### src/rtl/nonce_scheduler_if.sv
// ---------------------------------------------------------------------------
// nonce_scheduler_if
//   Connects the nonce scheduler to the pipelined hash core.
//   The issue side is a valid/ready handshake: a nonce is handed over when
//   core_valid and core_ready are both high on a rising edge.
//   The result side is a plain strobe. The core returns at most one result
//   per cycle, and each result carries the nonce that produced it.
//
//   Signals
//     core_valid  scheduler -> core  nonce offered
//     core_nonce  scheduler -> core  nonce value offered
//     core_ready  core -> scheduler  core can accept this cycle
//     res_valid   core -> scheduler  result strobe
//     res_hash    core -> scheduler  result hash
//     res_nonce   core -> scheduler  nonce that produced res_hash
//
//   Modports
//     master  scheduler side
//     slave   hash core side
// ---------------------------------------------------------------------------
interface nonce_scheduler_if #(
    parameter int NONCE_W = 32,
    parameter int HASH_W  = 256
) ();
    logic               core_valid;
    logic [NONCE_W-1:0] core_nonce;
    logic               core_ready;
    logic               res_valid;
    logic [HASH_W-1:0]  res_hash;
    logic [NONCE_W-1:0] res_nonce;

    modport master (
        output core_valid,
        output core_nonce,
        input  core_ready,
        input  res_valid,
        input  res_hash,
        input  res_nonce
    );

    modport slave (
        input  core_valid,
        input  core_nonce,
        output core_ready,
        output res_valid,
        output res_hash,
        output res_nonce
    );
endinterface

### src/rtl/nonce_scheduler.sv
// ---------------------------------------------------------------------------
// nonce_scheduler
//   Drives the pipelined hash core while the hashing phase is active.
//   It offers consecutive nonces, starting from 0, and keeps track of how
//   many jobs are in flight inside the core. Every returned hash is compared
//   against target. The first winning nonce is latched, and the number of
//   completed hashes is counted.
//   Issuing stops on any of these events:
//     - second_tick
//     - an abort (hash_enable dropped)
//     - a find (when STOP_ON_FIND is set)
//     - the accept of the last nonce
//   After issuing stops, the core is drained and done is raised.
//
//   Ports
//     clk          clock, rising edge
//     rst_i        synchronous active-high reset
//     hash_enable  hashing phase active; dropping it aborts a run
//     second_tick  one-cycle pulse that ends the issue phase
//     target       a result wins when res_hash < target (unsigned)
//     core_if      issue handshake and result bus toward the core (master)
//     busy         run in progress (not IDLE)
//     done         run finished, held until hash_enable drops
//     found        a winning result was seen in this run
//     found_nonce  first winning nonce of this run
//     hash_count   results received in this run (saturating)
// ---------------------------------------------------------------------------
module nonce_scheduler #(
    parameter int NONCE_W      = 32,
    parameter int HASH_W       = 256,
    parameter int PIPE_DEPTH   = 64,
    parameter int CNT_W        = 32,
    parameter int STOP_ON_FIND = 1
) (
    input  logic                clk,
    input  logic                rst_i,
    input  logic                hash_enable,
    input  logic                second_tick,
    input  logic [HASH_W-1:0]   target,
    nonce_scheduler_if.master   core_if,
    output logic                busy,
    output logic                done,
    output logic                found,
    output logic [NONCE_W-1:0]  found_nonce,
    output logic [CNT_W-1:0]    hash_count
);

    localparam int              IF_W    = $clog2(PIPE_DEPTH + 1);
    localparam logic [IF_W-1:0] DEPTH_C = IF_W'(PIPE_DEPTH);
    localparam logic            STOP_C  = (STOP_ON_FIND != 0);

    typedef enum logic [1:0] {
        ST_IDLE,
        ST_ISSUE,
        ST_DRAIN,
        ST_DONE
    } state_t;

    state_t             state_q,       state_d;
    logic [NONCE_W-1:0] nonce_q,       nonce_d;
    logic [IF_W-1:0]    inflight_q,    inflight_d;
    logic [CNT_W-1:0]   hash_count_q,  hash_count_d;
    logic               found_q,       found_d;
    logic [NONCE_W-1:0] found_nonce_q, found_nonce_d;

    logic core_valid_c;
    logic accept_c;
    logic res_take_c;
    logic win_c;

    always_ff @(posedge clk) begin
        if (rst_i) begin
            state_q       <= ST_IDLE;
            nonce_q       <= '0;
            inflight_q    <= '0;
            hash_count_q  <= '0;
            found_q       <= 1'b0;
            found_nonce_q <= '0;
        end else begin
            state_q       <= state_d;
            nonce_q       <= nonce_d;
            inflight_q    <= inflight_d;
            hash_count_q  <= hash_count_d;
            found_q       <= found_d;
            found_nonce_q <= found_nonce_d;
        end
    end

    always_comb begin
        state_d       = state_q;
        nonce_d       = nonce_q;
        inflight_d    = inflight_q;
        hash_count_d  = hash_count_q;
        found_d       = found_q;
        found_nonce_d = found_nonce_q;

        // Nonces are offered only while issuing and while the core has room.
        core_valid_c = (state_q == ST_ISSUE) && (inflight_q < DEPTH_C);
        accept_c     = core_valid_c && core_if.core_ready;

        // Results are used only while jobs can be outstanding. A result that
        // arrives with nothing in flight is a core fault and is dropped
        // without affecting any counter.
        res_take_c = core_if.res_valid
                     && ((state_q == ST_ISSUE) || (state_q == ST_DRAIN))
                     && (inflight_q != '0);
        win_c      = res_take_c && (core_if.res_hash < target) && !found_q;

        if (res_take_c && (hash_count_q != {CNT_W{1'b1}})) begin
            hash_count_d = hash_count_q + 1'b1;
        end
        if (win_c) begin
            found_d       = 1'b1;
            found_nonce_d = core_if.res_nonce;
        end

        // An accept and a result in the same cycle cancel out.
        unique case ({accept_c, res_take_c})
            2'b10:   inflight_d = inflight_q + 1'b1;
            2'b01:   inflight_d = inflight_q - 1'b1;
            default: inflight_d = inflight_q;
        endcase

        if (accept_c) begin
            nonce_d = nonce_q + 1'b1;
        end

        unique case (state_q)
            ST_IDLE: begin
                if (hash_enable) begin
                    state_d       = ST_ISSUE;
                    nonce_d       = '0;
                    inflight_d    = '0;
                    hash_count_d  = '0;
                    found_d       = 1'b0;
                    found_nonce_d = '0;
                end
            end
            ST_ISSUE: begin
                // Accepting the all-ones nonce ends issuing. The counter
                // wraps to zero, but it is never offered again.
                if (second_tick
                    || !hash_enable
                    || (STOP_C && (found_q || win_c))
                    || (accept_c && (nonce_q == {NONCE_W{1'b1}}))) begin
                    state_d = ST_DRAIN;
                end
            end
            ST_DRAIN: begin
                if (inflight_q == '0) begin
                    state_d = ST_DONE;
                end
            end
            ST_DONE: begin
                if (!hash_enable) begin
                    state_d = ST_IDLE;
                end
            end
            default: state_d = ST_IDLE;
        endcase
    end

    assign core_if.core_valid = core_valid_c;
    assign core_if.core_nonce = nonce_q;

    assign busy        = (state_q != ST_IDLE);
    assign done        = (state_q == ST_DONE);
    assign found       = found_q;
    assign found_nonce = found_nonce_q;
    assign hash_count  = hash_count_q;

endmodule

### src/flat_wrapper.sv
// flat-port wrapper written by rule: the top's interface ports become plain ports
module nonce_scheduler_flat 
#(
    parameter int NONCE_W      = 32,
    parameter int HASH_W       = 256,
    parameter int PIPE_DEPTH   = 64,
    parameter int CNT_W        = 32,
    parameter int STOP_ON_FIND = 1
)
  (clk, rst_i, hash_enable, second_tick, target, busy, done, found, found_nonce, hash_count, core_if_core_valid, core_if_core_nonce, core_if_core_ready, core_if_res_valid, core_if_res_hash, core_if_res_nonce);
  nonce_scheduler_if #(.NONCE_W(NONCE_W), .HASH_W(HASH_W)) core_if_i ();
  input  logic clk;
  input  logic rst_i;
  input  logic hash_enable;
  input  logic second_tick;
  input  logic [HASH_W-1:0] target;
  output logic busy;
  output logic done;
  output logic found;
  output logic [NONCE_W-1:0] found_nonce;
  output logic [CNT_W-1:0] hash_count;
  output wire logic [$bits(core_if_i.core_valid)-1:0] core_if_core_valid;
  output wire logic [$bits(core_if_i.core_nonce)-1:0] core_if_core_nonce;
  input wire logic [$bits(core_if_i.core_ready)-1:0] core_if_core_ready;
  input wire logic [$bits(core_if_i.res_valid)-1:0] core_if_res_valid;
  input wire logic [$bits(core_if_i.res_hash)-1:0] core_if_res_hash;
  input wire logic [$bits(core_if_i.res_nonce)-1:0] core_if_res_nonce;
  assign core_if_core_valid = core_if_i.core_valid;
  assign core_if_core_nonce = core_if_i.core_nonce;
  assign core_if_i.core_ready = core_if_core_ready;
  assign core_if_i.res_valid = core_if_res_valid;
  assign core_if_i.res_hash = core_if_res_hash;
  assign core_if_i.res_nonce = core_if_res_nonce;
  nonce_scheduler #(.NONCE_W(NONCE_W), .HASH_W(HASH_W), .PIPE_DEPTH(PIPE_DEPTH), .CNT_W(CNT_W), .STOP_ON_FIND(STOP_ON_FIND)) u_core (.clk(clk), .rst_i(rst_i), .hash_enable(hash_enable), .second_tick(second_tick), .target(target), .core_if(core_if_i), .busy(busy), .done(done), .found(found), .found_nonce(found_nonce), .hash_count(hash_count));
endmodule
### config.mk
export PLATFORM = sky130hd
export DESIGN_NAME = nonce_scheduler_flat
export DESIGN_NICKNAME = d
export VERILOG_FILES = /design/src/rtl/nonce_scheduler_if.sv /design/src/rtl/nonce_scheduler.sv /design/src/flat_wrapper.sv
export SDC_FILE = /design/constraint.sdc
export NUM_CORES = 1
export LEC_CHECK = 0
export BUFFER_PORTS_ARGS = -buffer_cell sky130_fd_sc_hd__buf_2
export CELL_PAD_IN_SITES_DETAIL_PLACEMENT = 0
export CELL_PAD_IN_SITES_GLOBAL_PLACEMENT = 1
export CORE_AREA = 2 2 252 254
export CTS_CLUSTER_SIZE = 28
export DETAILED_ROUTE_END_ITERATION = 10
export DIE_AREA = 0 0 254 256
export PLACE_DENSITY_LB_ADDON = 0.1
export SYNTH_ARGS = -nofsm -noshare
export SYNTH_HDL_FRONTEND = slang
export SYNTH_SLANG_ARGS = --single-unit
### constraint.sdc
create_clock -name clk -period 2.85 [get_ports clk]
set_clock_uncertainty 0.2 [all_clocks]
set_input_delay 0.57 -clock clk [delete_from_list [all_inputs] [get_ports clk]]
set_output_delay 0.57 -clock clk [all_outputs]
set_load 0.01 [all_outputs]
==> impl_metrics.toml <==
[route]
wl_um = 58200
wire_per_inst_um = 18.6
drc = 0
ant_nets = 0
routed_via_density = 4.28
drt-pass1-iter-count = 4
vias = 13356
drt_iter0_drc = 325

[logic_synthesis]
avgSynthCellArea_um2 = 7.84
ys_seq_elements = 106
netlist_area_um2 = 11400
postSynthCellCount = 1458
synth_cell_type_count = 68
synth_nets = 2276
async_flop_share_pct = 0
ys.flop_type = "dfxtp_1"
seq_area_frac_synth_pct = 18.6
synth_edf_count = 0
ys.warnings.count = 0

[critical_path]
crit_top_cell = "a2111oi_4"
worstSetupStartpoint = "target[67]"
critical_path_peak_fanout = 8
end_kind = "register"
arrival_ns = 3.12
critPathLaunchType = "primary input"
r2r-start = "u_core.inflight_q[6]"
crit_chain = "buf_2, inv_2, ha_4, buf_4, nand2_4, o21ai_4, a2111oi_4, a31oi_4, a2111oi_4, o22ai_4, or2_4, buf_16, o31ai_2, a21oi_1"
worstSetupPathType = "in -> reg"
critical_path.slowest_cell = "a2111oi_4"
crit_required_ns = 2.89
cpPeakStageDelay_ns = 0.41

[grt]
overflow = 0
grt_pass1_wl_um = 85700
antenna_found_initial = 43
grt_pass1_vias = 14141
grt_max_degree = 47
grt_usage_pct = 17.4

[run_status]
outcome = "finished with violations"
violations = "negative setup slack"

[final_layout]
stdcell_count = 3123
nets = 3062
layout-drive-gt1-share_pct = 46.3
layout_common_cells = "635 x buf_2, 230 x inv_1, 206 x ha_1, 153 x buf_4, 130 x a21oi_1"
utilization_pct = 30.1
synthToLayoutAreaGrowth_pct = 64.3
mostFrequentLayoutCell = "buf_2"

[place]
dp_hpwl_um = 50600
placed_cells = 3062
portBuffers = 649
gp_congestion = 0.905

[timing]
rsz0062_at_grt = "true"
setup_viol = 36
hold_viol = 0
tightest_slew_ns = 0.608
whs_ns = 0.267
finalMaxSlewViolations = 0
period_minus_slack_ns = 3.08
fin_crit_sh_pct = 108
slew_headroom_pct = 59.1
max_freq_mhz = 325
worst_slack_ns = -0.226

[min_path]
hp-class = "reg -> reg"
holdCritStartpoint = "u_core.found_nonce[12]"

[power]
power_density_nw_per_um2 = 265
leakagePower_nw = 9.56
total_power_mw = 4.98
ir_drop_mv = 0.304

[clocking]
clock_latency_ns = 0.36
cts_buffers = 9
tritoncts = "done"
clk_path_buf_depth = 2
cts.sink_count = 106
cts_max_level = 3
clkTransAtPathRegs_ns = 0.07
root_buffer = "clkbuf_16"

[floorplanning]
io_pins = 650
num_rows = 92
start_util_pct = 18.3
dieArea_um2 = 65000
dieHeight_um = 256
die_x_um = 254
core-area_um2 = 62400

[flow_run]
maxCapViolCount = 0
[logic make-up (layout without fill, tap and decap cells)]
| logic type | count (synthesis) | after routing | share of synthesized area (%) |
|---|---|---|---|
| simple gates | 411 | 411 | 18.7 |
| compound gates | 307 | 307 | 17.9 |
| buf+inv | 304 | 1095 | 10.6 |
| fa+ha+maj | 268 | 268 | 29.4 |
| flops | 106 | 106 | 18.6 |
| xor+xnor | 58 | 58 | 4.45 |
| mux | 4 | 4 | 0.351 |
| other cells | 0 | 28 | 0 |
[worst max-delay path: cells and delay by family]
kind | cells | cell delay [ns]
compound gates | 7 | 1.42
simple gates | 2 | 0.42
buf+inv | 4 | 0.51
fa+ha+maj | 1 | 0.20
[flip-flops by register name, indices dropped and copies added (netlist names)]
name,cells
u_core.inflight_q,7
u_core.found_nonce,32
u_core.core_if.core_nonce,32
u_core.state_q,2
u_core.found,1
u_core.hash_count,32
[synth_stat cells, drive strengths merged (3+ instances only)]
cell type | count | area [um2]
inv | 265 | 995
nor3 | 19 | 100
mux2i | 4 | 40.0
and3 | 13 | 86.3
xnor2 | 18 | 158
a211oi | 8 | 60.1
a221o | 5 | 50.1
a21boi | 5 | 37.5
and2 | 4 | 25.0
nand2 | 97 | 364
o31ai | 34 | 405
o2111ai | 4 | 35.0
or3 | 11 | 68.8
clkbuf | 15 | 56.3
o21a | 4 | 30.0
a21oi | 147 | 739
and4 | 17 | 151
a21o | 22 | 165
nand2b | 9 | 58.8
xor2 | 40 | 350
nor2b | 3 | 18.8
nand4 | 83 | 541
nor4 | 12 | 87.6
ha | 267 | 3340
o21ai | 46 | 230
nand3 | 50 | 250
nor2 | 86 | 323
buf | 24 | 160
dfxtp | 106 | 2120
a2111oi | 5 | 56.3
a221oi | 9 | 78.8
[through the flow]
stage	area (um2)	worst slack, ns	TNS (ns)
floorplan	11700	-0.128	-3.87
global placement	17000	-1.08	-36.43
detailed placement	17000	-1.12	-38.72
CTS	18500	-0.236	-7.07
global route	18700	-0.389	-12.15
finish	18800	-0.226	-6.86
[repair_timing]
item / 4_1_cts / 5_1_grt
cloned: 6 / 0
endpoints found under the setup margin: 37 / 40
hold buffers: 0 / 0
pin swaps: 60 / 15
resized for setup: 171 / 23
setup buffers: 13 / 3
[where the power goes]
group          internal, mW  switching (mW)  leakage (nW)
clock                 0.641           0.594         0.139
combinational          1.11            1.10          8.56
sequential             1.51          0.0188         0.855
total                  3.26            1.72          9.56
[metal layers]
layer | GRT usage, % | wire (um)
met3 | 4.96 | 4190
met2 | 33.5 | 30600
met4 | 3.87 | 1110
met1 | 18.4 | 22200
met5 | 0 | 185
[cell type report]
cell class                 instances  area (um2)
clock buffer                      12         256
sequential                       106        2120
clock inverter                     4        26.3
fill                            6950       43600
antenna                           28        70.1
timing repair buffer             814        4760
tap                              846        1060
multi-input combinational       1048        9430
inverter                         265        1040
[path summary, 6_finish.rpt]
check,endpoint,slack [ns],cells after the start
hold reg to reg,u_core.found_nonce[12],0.27,2
setup / recovery,u_core.found_nonce[5],-0.23,14
hold / removal,u_core.found_nonce[12],0.27,2
setup reg to reg,u_core.state_q[1],-0.08,15
Power figures use the tool's default switching activity.
